### config.mk
export PLATFORM = sky130hd
export DESIGN_NAME = regb_fifo_wr_arb_flat
export DESIGN_NICKNAME = d
export VERILOG_FILES = /design/src/rtl/regb_fifo_wr_arb_pkg.sv /design/src/rtl/regb_fifo_wr_arb_if.sv /design/src/rtl/regb_fifo_wr_arb_rr_arb_pick.sv /design/src/rtl/regb_fifo_wr_arb.sv /design/src/flat_wrapper.sv
export SDC_FILE = /design/constraint.sdc
export NUM_CORES = 1
export LEC_CHECK = 0
export ABC_AREA = 1
export CORE_MARGIN = 1
export CORE_UTILIZATION = 49
export CTS_CLUSTER_DIAMETER = 120
export DETAILED_ROUTE_END_ITERATION = 16
export GPL_TIMING_DRIVEN = 0
export HOLD_SLACK_MARGIN = 0.15
export PLACE_DENSITY = 0.9
export SETUP_SLACK_MARGIN = 0.3
export SYNTH_ARGS = -nofsm -noshare
export SYNTH_HDL_FRONTEND = slang
export SYNTH_HIERARCHICAL = 1
export SYNTH_SLANG_ARGS = --single-unit
### constraint.sdc
create_clock -name clk -period 4.5 [get_ports clk]
set_input_delay 0.9 -clock clk [delete_from_list [all_inputs] [get_ports clk]]
set_output_delay 0.9 -clock clk [all_outputs]
set_load 0.03 [all_outputs]
### src/rtl/regb_fifo_wr_arb_pkg.sv
// Shared types and helpers for the round-robin FIFO write arbiter.
package regb_fifo_wr_arb_pkg;

  typedef enum logic {
    StIdle  = 1'b0,
    StBurst = 1'b1
  } state_e;

  // Upper bound on requesters the pick helper can scan.
  localparam int unsigned MaxReq = 32;

  // Ceiling log2, evaluated at elaboration for owner and counter widths.
  function automatic int unsigned clog2(input int unsigned n);
    int unsigned res;
    res = 0;
    for (int unsigned i = 0; i < 32; i++) begin
      if ((64'd1 << i) < 64'(n)) res = i + 1;
    end
    return res;
  endfunction

  // First set bit of req scanning ptr, ptr+1, ... modulo nreq.
  // Offsets are walked from far to near so the nearest hit wins.
  function automatic int unsigned rr_pick(input logic [MaxReq-1:0] req,
                                          input int unsigned      ptr,
                                          input int unsigned      nreq);
    int unsigned res;
    int unsigned off;
    int unsigned idx;
    res = 0;
    for (int unsigned i = 0; i < MaxReq; i++) begin
      off = MaxReq - 1 - i;
      if (off < nreq) begin
        idx = ptr + off;
        if (idx >= nreq) idx = idx - nreq;
        if (req[idx[4:0]]) res = idx;
      end
    end
    return res;
  endfunction

endpackage

### src/rtl/regb_fifo_wr_arb_if.sv
// Requester and FIFO write-side signals of the arbiter.
interface regb_fifo_wr_arb_if
  import regb_fifo_wr_arb_pkg::*;
#(
  parameter int unsigned NREQ  = 4,
  parameter int unsigned WIDTH = 4
);

  localparam int unsigned OwnW = clog2(NREQ);

  logic [NREQ-1:0]       req;
  logic [NREQ*WIDTH-1:0] wdata_in;
  logic [NREQ-1:0]       ack;
  logic [NREQ-1:0]       grant;
  logic [OwnW-1:0]       owner;
  logic                  fifo_full;
  logic                  fifo_shift_in;
  logic [WIDTH-1:0]      fifo_wdata;

  // Arbiter side.
  modport master (
    input  req, wdata_in, fifo_full,
    output ack, grant, owner, fifo_shift_in, fifo_wdata
  );

  // Producers plus FIFO side.
  modport slave (
    output req, wdata_in, fifo_full,
    input  ack, grant, owner, fifo_shift_in, fifo_wdata
  );

endinterface

### src/rtl/regb_fifo_wr_arb_rr_arb_pick.sv
// Combinational rotate-priority encoder: first requester at or after ptr_i.
module regb_fifo_wr_arb_rr_arb_pick
  import regb_fifo_wr_arb_pkg::*;
#(
  parameter int unsigned NREQ = 4,
  parameter int unsigned IdxW = 2
) (
  input  logic [NREQ-1:0] req_i,
  input  logic [IdxW-1:0] ptr_i,
  output logic [IdxW-1:0] idx_o,
  output logic            valid_o
);

  logic [MaxReq-1:0] req_ext;

  // Widen to the helper's fixed scan width, then pick.
  always_comb begin
    req_ext             = '0;
    req_ext[NREQ-1:0]   = req_i;
    idx_o               = IdxW'(rr_pick(req_ext, 32'(ptr_i), NREQ));
    valid_o             = |req_i;
  end

endmodule

### src/rtl/regb_fifo_wr_arb.sv
// Round-robin write arbiter with bounded bursts in front of a shift FIFO.
module regb_fifo_wr_arb
  import regb_fifo_wr_arb_pkg::*;
#(
  parameter int unsigned NREQ      = 4,
  parameter int unsigned WIDTH     = 4,
  parameter int unsigned MAX_BURST = 4
) (
  input  logic                clk,
  input  logic                res_n,
  regb_fifo_wr_arb_if.master  bus
);

  localparam int unsigned OwnW = clog2(NREQ);
  localparam int unsigned CntW = clog2(MAX_BURST) + 1;
  localparam logic [OwnW-1:0] LastReq = OwnW'(NREQ - 1);
  localparam logic [CntW-1:0] LastCnt = CntW'(MAX_BURST - 1);

  state_e          state_q, state_d;
  logic [NREQ-1:0] grant_q, grant_d;
  logic [OwnW-1:0] owner_q, owner_d;
  logic [OwnW-1:0] rr_ptr_q, rr_ptr_d;
  logic [CntW-1:0] burst_cnt_q, burst_cnt_d;

  logic            pick_valid;
  logic [OwnW-1:0] pick_idx;
  logic            in_burst;
  logic            owner_req;
  logic            accept;
  logic [WIDTH-1:0] wsel;

  regb_fifo_wr_arb_rr_arb_pick #(
    .NREQ (NREQ),
    .IdxW (OwnW)
  ) u_pick (
    .req_i   (bus.req),
    .ptr_i   (rr_ptr_q),
    .idx_o   (pick_idx),
    .valid_o (pick_valid)
  );

  // Write-side outputs; the reset cycle never issues a write.
  always_comb begin
    in_burst  = (state_q == StBurst);
    owner_req = bus.req[owner_q];
    accept    = in_burst & owner_req & ~bus.fifo_full & res_n;
    wsel      = '0;
    for (int i = 0; i < int'(NREQ); i++) begin
      if (owner_q == OwnW'(i)) wsel = bus.wdata_in[i*WIDTH +: WIDTH];
    end
    bus.fifo_wdata    = in_burst ? wsel : '0;
    bus.fifo_shift_in = accept;
    // grant_q is one-hot on the owner while in a burst.
    bus.ack           = accept ? grant_q : '0;
    bus.grant         = grant_q;
    bus.owner         = owner_q;
  end

  // Grant / burst FSM next state.
  always_comb begin
    state_d     = state_q;
    grant_d     = grant_q;
    owner_d     = owner_q;
    rr_ptr_d    = rr_ptr_q;
    burst_cnt_d = burst_cnt_q;
    unique case (state_q)
      StIdle: begin
        if (pick_valid) begin
          state_d     = StBurst;
          grant_d     = {{(NREQ-1){1'b0}}, 1'b1} << pick_idx;
          owner_d     = pick_idx;
          burst_cnt_d = '0;
        end
      end
      StBurst: begin
        if (!owner_req || (accept && burst_cnt_q == LastCnt)) begin
          state_d  = StIdle;
          grant_d  = '0;
          rr_ptr_d = (owner_q == LastReq) ? '0 : owner_q + 1'b1;
        end else if (accept) begin
          burst_cnt_d = burst_cnt_q + 1'b1;
        end
      end
    endcase
  end

  // State registers with synchronous active-low reset.
  always_ff @(posedge clk) begin
    if (!res_n) begin
      state_q     <= StIdle;
      grant_q     <= '0;
      owner_q     <= '0;
      rr_ptr_q    <= '0;
      burst_cnt_q <= '0;
    end else begin
      state_q     <= state_d;
      grant_q     <= grant_d;
      owner_q     <= owner_d;
      rr_ptr_q    <= rr_ptr_d;
      burst_cnt_q <= burst_cnt_d;
    end
  end

endmodule

### src/flat_wrapper.sv
// flat-port wrapper written by rule: the top's interface ports become plain ports
module regb_fifo_wr_arb_flat import regb_fifo_wr_arb_pkg::*;
#(
  parameter int unsigned NREQ      = 4,
  parameter int unsigned WIDTH     = 4,
  parameter int unsigned MAX_BURST = 4
)
  (clk, res_n, bus_req, bus_wdata_in, bus_fifo_full, bus_ack, bus_grant, bus_owner, bus_fifo_shift_in, bus_fifo_wdata);
  regb_fifo_wr_arb_if #(.NREQ(NREQ), .WIDTH(WIDTH)) bus_i ();
  input  logic clk;
  input  logic res_n;
  input wire logic [$bits(bus_i.req)-1:0] bus_req;
  input wire logic [$bits(bus_i.wdata_in)-1:0] bus_wdata_in;
  input wire logic [$bits(bus_i.fifo_full)-1:0] bus_fifo_full;
  output wire logic [$bits(bus_i.ack)-1:0] bus_ack;
  output wire logic [$bits(bus_i.grant)-1:0] bus_grant;
  output wire logic [$bits(bus_i.owner)-1:0] bus_owner;
  output wire logic [$bits(bus_i.fifo_shift_in)-1:0] bus_fifo_shift_in;
  output wire logic [$bits(bus_i.fifo_wdata)-1:0] bus_fifo_wdata;
  assign bus_i.req = bus_req;
  assign bus_i.wdata_in = bus_wdata_in;
  assign bus_i.fifo_full = bus_fifo_full;
  assign bus_ack = bus_i.ack;
  assign bus_grant = bus_i.grant;
  assign bus_owner = bus_i.owner;
  assign bus_fifo_shift_in = bus_i.fifo_shift_in;
  assign bus_fifo_wdata = bus_i.fifo_wdata;
  regb_fifo_wr_arb #(.NREQ(NREQ), .WIDTH(WIDTH), .MAX_BURST(MAX_BURST)) u_core (.clk(clk), .res_n(res_n), .bus(bus_i));
endmodule
After elaboration in Yosys (flattened, before gate mapping)
Index checks and enable logic that the tools add are counted.

storage, ports and cells
  flip-flop bits (word level) = 12
  input port bits = 23
  output and inout bits = 15
  logic and storage cells = 81

operators by class
  add/sub/neg operators = 9
  $lt $le $gt $ge = 9
  equality and inequality tests = 8
  shifts and indexed selects = 1
  muxes and demuxes = 35
  bitwise operators = 5
  reductions and logical operators = 9

operators with widths
  kind                                                                                   count
  32-bit by 3-bit greater-or-equal comparator with 1-bit output (second input constant)  1
  4-bit two-way mux                                                                      8
  5-bit by 6-bit < comparator with 1-bit output (second input constant)                  4
  1-bit binary-select mux with 5-bit select                                              4
  5-bit two-way mux                                                                      4
  3-bit by 3-bit subtractor with 4-bit output (second input constant)                    3
  2-bit two-way mux                                                                      5
  3-bit two-way mux                                                                      3
  4-bit case mux with 2 select lines                                                     1
  1-bit two-way mux                                                                      7
  2-bit by 2-bit adder with 3-bit output (second input constant)                         2
  3-bit greater-or-equal comparator (second input constant)                              2
  2-bit inequality test (second input constant)                                          3
  3-bit case mux with 2 select lines                                                     1
  2-bit AND reduction                                                                    3
  2-bit == test (second input constant)                                                  2
  4-bit OR reduction                                                                     1
  1-bit by 2-bit << shifter with 4-bit output (first input constant)                     1
  2-bit by 3-bit subtractor with 4-bit output (second input constant)                    1
  2-bit by 1-bit adder with 3-bit output (second input constant)                         1
  3-bit by 1-bit adder with 3-bit output (second input constant)                         1
  1-bit bitwise AND                                                                      3
  3-bit by 2-bit == test with 1-bit output (second input constant)                       1
  2-bit by 3-bit greater-or-equal comparator with 1-bit output (second input constant)   1
  other kinds (12)                                                                       13

Longest topological paths before layout
Gate-level depths: netlist (run 1).

  depth in word-level cells = 12
  depth in mapped cells = 14
  mapped depth without buffers = 13

Hierarchy
Netlist (run 1), hierarchy kept.

by module, submodules not included
  module                        times used  cells each  area each (um^2)  seq. area each (um^2)
  regb_fifo_wr_arb              1           119         797.0             240.2
  regb_fifo_wr_arb_rr_arb_pick  1           60          352.8             0.0

Worst setup path after synthesis (run 1)
OpenSTA, ideal clock, no wires.

  path type = register -> output
  from = register u_core.owner_q[0], in the netlist u_core/bus.owner[0]
  to = output port bus_fifo_wdata[0]
  arrival time = 1,844 ps
  data required time = 3,600 ps
  path slack = 1,756 ps
  stages on the path, launching flop included = 7
  buffers on the path = 1
  cells stage by stage = dfxtp_1 > inv_1 > ha_1 > clkbuf_1 > o31ai_1 > o21ai_0 > nor2_1

between the ends
  longest elaborated chain between the ends = 6
  elaborated cells between the ends (all ways) = 9
  classes of those cells = eq/ne: 3; mux: 5; reduce/logical: 1

ends and longest elaborated chain
  what                            line                    source
  from (decl)                     regb_fifo_wr_arb.sv:21  logic [OwnW-1:0] owner_q, owner_d;
  from (signal assigned)          regb_fifo_wr_arb.sv:98  owner_q <= owner_d;
  2-bit zero test                 regb_fifo_wr_arb.sv:49  if (owner_q == OwnW'(i)) wsel = bus.wdata_in[i*WIDTH +: WIDTH];
  4-bit two-way mux (3 in a row)  regb_fifo_wr_arb.sv:49
  4-bit two-way mux (*)           regb_fifo_wr_arb.sv:49
  4-bit two-way mux (*)           regb_fifo_wr_arb.sv:51  bus.fifo_wdata = in_burst ? wsel : '0;
  to (decl)                       flat_wrapper.sv:19      output wire logic [$bits(bus_i.fifo_wdata)-1:0] bus_fifo_wdata;

Mark *: on every way between the ends. The rest lies on a longest branch, timed or not.

Worst setup path in the final report (run 1)
  from = input port bus_req[3]
  to = output port bus_ack[0]

between the ends
  longest elaborated chain between the ends = 6

ends and longest elaborated chain
  what                                       line                    source
  from (decl)                                flat_wrapper.sv:12      input wire logic [$bits(bus_i.req)-1:0] bus_req;
  1-bit binary-select mux with 2-bit select  regb_fifo_wr_arb.sv:45  owner_req = bus.req[owner_q];
  1-bit two-way mux (not written as such)    regb_fifo_wr_arb.sv:45
  1-bit bitwise AND (3 in a row)             regb_fifo_wr_arb.sv:46  accept = in_burst & owner_req & ~bus.fifo_full & res_n;
  4-bit two-way mux                          regb_fifo_wr_arb.sv:54  bus.ack = accept ? grant_q : '0;
  to (decl)                                  flat_wrapper.sv:15      output wire logic [$bits(bus_i.ack)-1:0] bus_ack;

Every way passes these cells. The select of a mux whose other input is x is not followed.

==> flow_summary.ini, run 1 <==
[worst_setup_path]
endpoint_kind = primary output
critPathArrivalTime_ns = 2.81
path_buf_inv = 2
rr_worst_depth = 10
required_ns = 3.60
cp.depth = 7
slowest_stage = clkdlybuf4s50_1
cp_cell_sequence = clkdlybuf4s50_1, nand2_1, nand3_1, and2_1, nand2_1, nor2_1, clkdlybuf4s50_1
crit_fanout = 5
slowest_delay_ns = 0.67
critPathLaunchType = primary input
crit_type = in2out
cpLargestDelayFamily = buffers and inverters

[clocking]
cts_root_buf = clkbuf_4
cts_hold_buf = 0
cts_sinks = 12
cts_resized = 0
cts.reportedPaths.clkPinSlew_ns = 0.08
numCtsBuffers = 3
clk_latency_ns = 0.28
post_cts_buffers = 0
cts_buffer_depth = 2
cts_tree = yes
htreeDepth = 1

[floorplan]
num_io_pins = 38
dieArea_mm2 = 0.00254
initial_core_util_pct = 52.0
fp.dieH_um = 50.4
die_w_um = 50.4
num_rows = 17
core_mm2 = 0.00221

[place]
hpwl_mm = 2.47
placed_cell_area_mm2 = 0.00156
gp_congestion = 0.845
dp_slack_ns = 0.843
io_buffers = 37

[logic_synthesis]
ys_ff_latch = 12
netlist-cell-type-count = 30
ys_seq_area_share_pct = 20.9
yosysWarnings = 6
synth_fp_nets = 213
avgSynthCellArea_um2 = 6.42
synthCells = 179
syn_area_mm2 = 0.00115

[finish]
n_fill_cell = 185
drive_above_1_share_pct = 12.3
register_area_um2 = 240
fin_nets = 255
area_growth_pct = 38.4
n_antenna_cell = 0
post-route-cell-area_mm2 = 0.00159
multi_input_area_um2 = 761

[pwr]
power_mw = 0.595
ir_drop_v = 0.000237
p_per_area_mw_per_mm2 = 374
leakage_nw = 0.700

[worst_hold_path]
hold_path_depth = 2
hold_class = reg2reg

[global_routing]
antenna_found_initial = 0
grt_max_degree = 11
grt_usage_pct = 26.4
overflow = 0
grt_pass1_wl_mm = 5.15
grt_pass1_vias = 1265

[sta]
period_share_pct = 82.3
finalHoldWorstSlack_ns = 0.497
finalMaxSlewViolations = 0
finalSetupTns_ns = 0
min_period_ns = 3.71
max_freq_mhz = 270
clock_skew_ns = 0.00200
hold_violations = 0
setup_violations = 0
timing.slew.headroom_pct = 78.6
rsz0062_at_grt = no
worst_slack_ns = 0.795
worst_pin_slew_ns = 0.320

[detailed_routing]
routedWlPerCell_um = 12.5
wl_met3_um = 146
wl_met2_mm = 1.58
top_layer_used = met4
initialDrtViolationCount = 62
drt-total-wl_mm = 3.11
drt_pass1_iterations = 4
ant_nets = 0
drc_errors = 0
viasPerCell = 5.38
wl_met1_mm = 1.35
vias = 1334

[job]
maxCapViolations = 0

[outcome]
status = completed
-- stage by stage --
stage | utilization [%] | std cells
final | 71.9 | 248
after detailed placement | 70.3 | 244
after floorplan | - | 179
after global placement | 70.3 | 244
after CTS | 71.9 | 248
after global routing | 71.9 | 248
-- routing by layer --
layer | GRT usage [%] | vias up
met2 | 50.4 | 42
met3 | 4.55 | 7
met5 | 0 | -
li1 | - | 659
met1 | 29.2 | 626
met4 | 7.87 | 0
-- cells by family (layout without fill, tap and decap cells) --
logic type / after synthesis / count (layout) / share of synthesized area (%)
AND/OR/NAND/NOR: 88 / 88 / 37.1
buffers and inverters: 35 / 76 / 12.9
AO/OA/AOI/OAI: 33 / 33 / 17.1
flip-flops: 12 / 12 / 20.9
adder cells (fa/ha/maj): 11 / 11 / 12.0
-- power by group --
part,switching [mW],total (mW),internal (mW)
registers,0.0201,0.145,0.124
logic,0.218,0.361,0.143
clock network,0.0405,0.0898,0.0493
total,0.279,0.595,0.317
-- state kept, by name (all words and copies together), names as in the netlist --
register and flops:
u_core/rr_ptr_q 2, u_core/burst_cnt_q 3, u_core/bus.grant 4, u_core/bus.owner 2, u_core/in_burst 1
-- synth_stat cells (all sizes together) --
library cell / number / area [um2]
nor2: 23 / 93.8
nand3b: 1 / 7.51
dfxtp: 12 / 240
o31ai: 4 / 30.0
and2: 1 / 6.26
o21ai: 10 / 57.6
o21bai: 1 / 7.51
ha: 11 / 138
nand4: 4 / 25.0
nand2: 42 / 193
clkbuf: 1 / 3.75
or2: 1 / 6.26
a21oi: 15 / 78.8
inv: 29 / 114
nand3: 16 / 95.1
buf: 2 / 18.8
clkinv: 3 / 12.5
a211oi: 2 / 15.0
o211ai: 1 / 7.51
-- path summary, 6_finish.rpt --
check,from,slack (ns),end
min reg2reg,u_core/bus.grant[1]$_SDFFE_PN0P_,0.50,u_core/bus.grant[1]$_SDFFE_PN0P_
max reg2reg,u_core/rr_ptr_q[0]$_SDFFE_PN0P_,2.47,u_core/bus.owner[1]$_SDFFE_PN0P_
min,u_core/bus.grant[1]$_SDFFE_PN0P_,0.50,u_core/bus.grant[1]$_SDFFE_PN0P_
max,bus_req[3],0.79,bus_ack[0]
-- worst register-to-register path: stages, from the launching register on --
cell and delay, ns:
dfxtp_1 0.42, buf_6 0.18, inv_6 0.06, ha_1 0.36, inv_1 0.13, o211ai_1 0.10
o21bai_1 0.12, nand2_1 0.09, a21oi_2 0.21, nor2_1 0.09, a211oi_1 0.19
-- layout by cell type, fill, tap and decap left out, types with 5 or more instances in the layout --
cell type,count
nand2_1,32
dfxtp_1,12
a21oi_1,14
inv_1,27
o21ai_0,5
nand3_1,13
clkdlybuf4s50_1,37
nand2_2,8
ha_1,11
nor2_1,22
-- final cells by class --
class / instances / area share, %
plain buffers: 3 / 1.42
clock buffers: 4 / 2.28
inverters: 32 / 7.94
multi-input cells: 132 / 47.8
flip-flops and latches: 12 / 15.1
well taps: 28 / 2.20
repair buffers: 37 / 23.3
Note: power is estimated with default switching activity, not from simulation.
==> run 2, diff against run 1 <==
Settings changed: CORE_UTILIZATION 49 to 41, PLACE_DENSITY 0.9 to 0.81.
Clock period 4.5 ns to 3.18 ns, I/O delays scaled along.
==> run 2 against run 1 <==
  * Final cell count increased by 0.40%
  * Critical path type is now reg2out
  * Non-clock buffer count unchanged
  * Register-to-register slack got worse by 1.3 ns
  * Highest routed layer is now met3
  * Setup slack worse by 0.34 ns
  * Hold slack gained 0.0074 ns
  * Wire length is 14% lower
  * Total power rose by 31%
  * Clock power decreased by 2.7%
  * Count of clock-buffer cells in the layout down 1
  * Sequential power increased by 41%
  * Critical path depth unchanged
  * Clock skew up 0.0023 ns
==> flow_summary.ini, run 2 (synthesis results as in run 1) <==
[finish]
n_antenna_cell = 0
final_cell_mix = nand2_1, clkdlybuf4s50_1, inv_1
final_common_cell = nand2_1
layout.core_utilization_pct = 59.8
drive_above_1_share_pct = 16.0
n_fill_cell = 257
fin_nets = 255
post-route-cell-area_mm2 = 0.00154
largest_reg_flops = 4
area_growth_pct = 33.5

[pwr]
power_mw = 0.779
power.internal_mw = 0.409
p_clk_share_pct = 11.2
switching_share_pct = 47.5
p_comb_share_pct = 62.5
pwr-share-seq_pct = 26.2
ir_drop_v = 0.000417
p_per_area_mw_per_mm2 = 507
switchingPower_mw = 0.370
leakage_nw = 0.705

[sta]
worst_pin_slew_ns = 0.318
period_share_pct = 85.6
finalSetupTns_ns = 0
hold_violations = 0
min_period_ns = 2.72
timing.slew.headroom_pct = 78.6
clock_skew_ns = 0.00426
max_freq_mhz = 367
finalHoldWorstSlack_ns = 0.504
rsz0062_at_grt = yes
setup_violations = 0
finalMaxSlewViolations = 0

[worst_hold_path]
min_to = u_core/bus.grant[3]$_SDFFE_PN0P_
min_from = u_core/bus.grant[3]$_SDFFE_PN0P_
hold_class = reg2reg
hold_path_depth = 2

[worst_setup_path]
r2r_slack_ns = 1.16
cp_cell_sequence = inv_1, ha_1, clkbuf_1, o31ai_1, o21ai_0, nor2_1, clkbuf_2
slowest_delay_ns = 0.42
required_ns = 2.54
slowest_stage = dfxtp_1
path_buf_inv = 3
rr_worst_depth = 14
cp.depth = 7
r2r_end = u_core/bus.grant[2]$_SDFFE_PN0P_
cpLargestDelayFamily = buffers and inverters
critPathArrivalTime_ns = 2.09
r2r_start = u_core/rr_ptr_q[0]$_SDFFE_PN0P_
endpoint_kind = primary output
crit_type = reg2out
critPathLaunchType = register
crit_fanout = 8

[clocking]
cts_hold_buf = 0
cts_buffer_depth = 2
htreeDepth = 1
post_cts_buffers = 0
cts_tree = yes
numCtsBuffers = 3
clk_latency_ns = 0.26
cts.reportedPaths.clkPinSlew_ns = 0.07
cts_root_buf = clkbuf_4
cts_sinks = 12

[global_routing]
grt_max_degree = 11
antenna_found_initial = 0
overflow = 0
grt_usage_pct = 20.1
grt_pass1_wl_mm = 4.49
grt_pass1_vias = 1096

[floorplan]
core_mm2 = 0.00257
dieArea_mm2 = 0.00302
fp.dieH_um = 55.0
initial_core_util_pct = 44.8
num_rows = 18
num_io_pins = 38
die_w_um = 55.0

[detailed_routing]
vias = 1222
ant_nets = 0
routedWlPerCell_um = 10.7
drt-total-wl_mm = 2.67
drc_errors = 0
initialDrtViolationCount = 43
drt_pass1_iterations = 4
viasPerCell = 4.91

[job]
maxCapViolations = 0

[place]
hpwl_mm = 2.20
placed_cell_area_mm2 = 0.00156
gp_congestion = 0.802
io_buffers = 37

[outcome]
status = completed
==> run 2: cell types whose count changed in the layout (fill, tap and decap cells not counted) <==
| cell | delta |
|---|---|
| clkdlybuf4s50_1 | -9 |
| buf_2 | +2 |
| clkbuf_8 | -1 |
| clkbuf_2 | +7 |
==> run 2: metrics by stage <==
stage          cells  worst slack (ns)
2_1_floorplan    179             0.700
3_3_place_gp     246            0.0236
3_5_place_dp     246            0.0119
4_1_cts          249             0.274
5_1_grt          249             0.218
6_report         249             0.459
==> run 2: timing repair <==
| item | in CTS | in global routing |
|---|---|---|
| gates resized for setup | 15 | 16 |
| pin swaps | 0 | 0 |
| endpoints found under the setup margin | 9 | 9 |
==> run 2: worst reg2reg max path, cell delays in order, from the launching register on <==
cell and delay, ns:
dfxtp_1 0.42, buf_6 0.18, inv_6 0.06, ha_1 0.35
nand3_1 0.13, nand2_2 0.07, inv_2 0.06, o21ai_2 0.05
nand2_1 0.05, nand2_1 0.04, nand2_1 0.05, nand2_1 0.10
nor2_1 0.19, nand2_1 0.07, a21oi_1 0.14
==> run 2: final cells by class <==
type | count | area (um2) | area share [%]
buffer | 3 | 22.5 | 1.47
multi-input combinational | 132 | 761 | 49.6
clock buffer | 3 | 22.5 | 1.47
timing repair buffer | 37 | 325 | 21.2
sequential | 12 | 240 | 15.6
inverter | 32 | 126 | 8.23
tap | 30 | 37.5 | 2.44
==> run 2: worst max-delay path by stage <==
stage / startpoint / to
after detailed placement: bus_req[3] / bus_ack[0]
after CTS: bus_req[3] / bus_ack[3]
final: u_core/bus.owner[0]$_SDFFE_PN0P_ / bus_fifo_wdata[1]
after global placement: bus_req[3] / bus_ack[1]
after global routing: u_core/bus.owner[0]$_SDFFE_PN0P_ / bus_fifo_wdata[1]
after floorplan: u_core/bus.owner[0]$_SDFFE_PN0P_ / bus_fifo_wdata[0]
==> run 2: metal layers <==
| metal | vias to the layer above | global-route usage [%] | share of wire, % |
|---|---|---|---|
| met2 | 24 | 34.1 | 45 |
| met5 | - | 0 | 0 |
| met1 | 540 | 27.6 | 52 |
| li1 | 658 | - | - |
| met3 | 0 | 1.64 | 3.8 |
| met4 | 0 | 3.75 | 0 |
==> run 2: power groups by stage <==
stage / Clock (mW) / Combinational, mW / Sequential (mW)
5_1_grt: 0.102 / 0.540 / 0.210
6_report: 0.0874 / 0.487 / 0.204
2_1_floorplan: 0 / 0.319 / 0.234
4_1_cts: 0.0911 / 0.488 / 0.205
3_5_place_dp: 0 / 0.494 / 0.208
3_3_place_gp: 0 / 0.487 / 0.207
==> run 3, diff against run 2 <==
==> constraint.sdc (replaced) <==
create_clock -name clk -period 3.18 [get_ports clk]
set_input_delay 0.477 -clock clk [delete_from_list [all_inputs] [get_ports clk]]
set_output_delay 0.477 -clock clk [all_outputs]
set_load 0.03 [all_outputs]
==> run 3 against run 2 <==
  * Core utilization rose by 1.9 points
  * Count of clock-buffer cells in the layout did not move
  * Via count up 0.41%
  * Non-clock buffer count is the same
  * Wire length up 0.11%
  * Combinational power up 0.8%
  * Cell area is 3.3% higher
  * Total power is 0.56% higher
  * Global-route usage rose by 0.057 points
  * Clock skew is 0.00074 ns higher
  * Clock power up 0.7%
  * Largest cell class unchanged
  * Highest routed layer unchanged
==> flow_summary.ini, run 3 (synthesis results as in run 1) <==
[outcome]
status = completed

[job]
maxCapViolations = 0

[pwr]
ir_drop_v = 0.000421
leakage_nw = 0.795
p_per_area_mw_per_mm2 = 494

[place]
place_inst = 246
gp_congestion = 0.802
io_buffers = 37
hpwl_mm = 2.20

[global_routing]
antenna_found_initial = 0
grt_pass1_wl_mm = 4.51
overflow = 0
grt_usage_pct = 20.1
grt_pass1_vias = 1102
grt_max_degree = 11

[sta]
hold_violations = 0
finalHoldWorstSlack_ns = 0.504
timing.slew.headroom_pct = 78.7
clock_skew_ns = 0.00500
finalSetupTns_ns = 0
min_period_ns = 2.69
max_freq_mhz = 371
rsz0062_at_grt = no
setup_violations = 0
worst_pin_slew_ns = 0.317
finalMaxSlewViolations = 0
period_share_pct = 84.7

[detailed_routing]
drt-total-wl_mm = 2.68
drt_pass1_iterations = 4
vias = 1227
top_layer_used = met3
routedWlPerCell_um = 10.7
wl_met3_um = 110
drc_errors = 0
wl_met1_mm = 1.37
ant_nets = 0
wl_met2_mm = 1.20
viasPerCell = 4.93
initialDrtViolationCount = 42

[worst_setup_path]
slowest_delay_ns = 0.42
critPathArrivalTime_ns = 2.22
critPathLaunchType = register
crit_fanout = 8
required_ns = 2.70
crit_type = reg2out
cpLargestDelayFamily = buffers and inverters
path_buf_inv = 3
cp_cell_sequence = inv_1, ha_1, clkbuf_1, o31ai_1, o21ai_0, nor2_1, clkdlybuf4s15_1
slowest_stage = dfxtp_1
endpoint_kind = primary output

[clocking]
cts_sinks = 12
cts_hold_buf = 0
htreeDepth = 1
cts_root_buf = clkbuf_4
numCtsBuffers = 3
cts_tree = yes
cts_buffer_depth = 2
post_cts_buffers = 0
clk_latency_ns = 0.26
cts.reportedPaths.clkPinSlew_ns = 0.07

[finish]
largest_reg_flops = 4
final_common_cell = nand2_1
finalNonFillerCells = 249
layout.core_utilization_pct = 61.7
n_antenna_cell = 0
drive_above_1_share_pct = 12.3
fin_nets = 255
area_growth_pct = 37.9
final_cell_mix = nand2_1, clkdlybuf4s50_1, inv_1

[floorplan]
initial_core_util_pct = 44.8
fp.dieH_um = 55.0
die_w_um = 55.0
dieArea_mm2 = 0.00302
num_io_pins = 38
core_mm2 = 0.00257
num_rows = 18

[worst_hold_path]
hold_class = reg2reg
run 3: worst paths after layout:
kind,from,cells past startpoint,end,slack [ns]
setup reg to reg,u_core/rr_ptr_q[0]$_SDFFE_PN0P_,14,u_core/bus.grant[2]$_SDFFE_PN0P_,1.16
setup / recovery,u_core/bus.owner[0]$_SDFFE_PN0P_,7,bus_fifo_wdata[0],0.49
hold / removal,u_core/bus.grant[3]$_SDFFE_PN0P_,2,u_core/bus.grant[3]$_SDFFE_PN0P_,0.50
hold reg to reg,u_core/bus.grant[3]$_SDFFE_PN0P_,2,u_core/bus.grant[3]$_SDFFE_PN0P_,0.50
run 3: final cells by class:
| type | instances | area, um2 |
|---|---|---|
| Fill cell | 245 | 982 |
| Multi-Input combinational cell | 132 | 761 |
| Timing Repair Buffer | 37 | 375 |
| Sequential cell | 12 | 240 |
| Inverter | 32 | 126 |
| Tap cell | 30 | 37.5 |
| Clock buffer | 3 | 22.5 |
| Buffer | 3 | 22.5 |
run 3: timing repair:
action,4_1_cts,5_1_grt
gates resized for setup,4,8
hold endpoints to repair,0,0
endpoints found under the setup margin,4,7
run 3: per-stage QoR:
stage	cell area, um2	setup slack (ns)	total power [mW]
after CTS	1580	0.312	0.785
after global placement	1560	0.342	0.694
after global routing	1590	0.320	0.857
after floorplan	1150	0.859	0.553
final	1590	0.487	0.783
after detailed placement	1560	0.330	0.702
run 3: worst register-to-register path, stage by stage (launching register included):
cell     delay, ns
dfxtp_1       0.42
buf_6         0.18
inv_6         0.06
ha_1          0.35
nand3_1       0.13
nand2_2       0.07
inv_2         0.06
o21ai_2       0.05
nand2_1       0.05
nand2_1       0.04
nand2_1       0.05
nand2_1       0.10
nor2_1        0.19
nand2_1       0.07
a21oi_1       0.14
run 3: layer usage:
metal  global-route usage, %  vias to the layer above
met3                    1.64                        0
met1                    27.8                      542
met2                    34.1                       27
met4                    3.75                        0
met5                       0                        -
li1                        -                      658
run 3: where the power goes:
| part | switching, mW | total, mW | internal, mW |
|---|---|---|---|
| Combinational | 0.298 | 0.491 | 0.193 |
| Clock | 0.0443 | 0.0880 | 0.0436 |
| Sequential | 0.0281 | 0.204 | 0.176 |
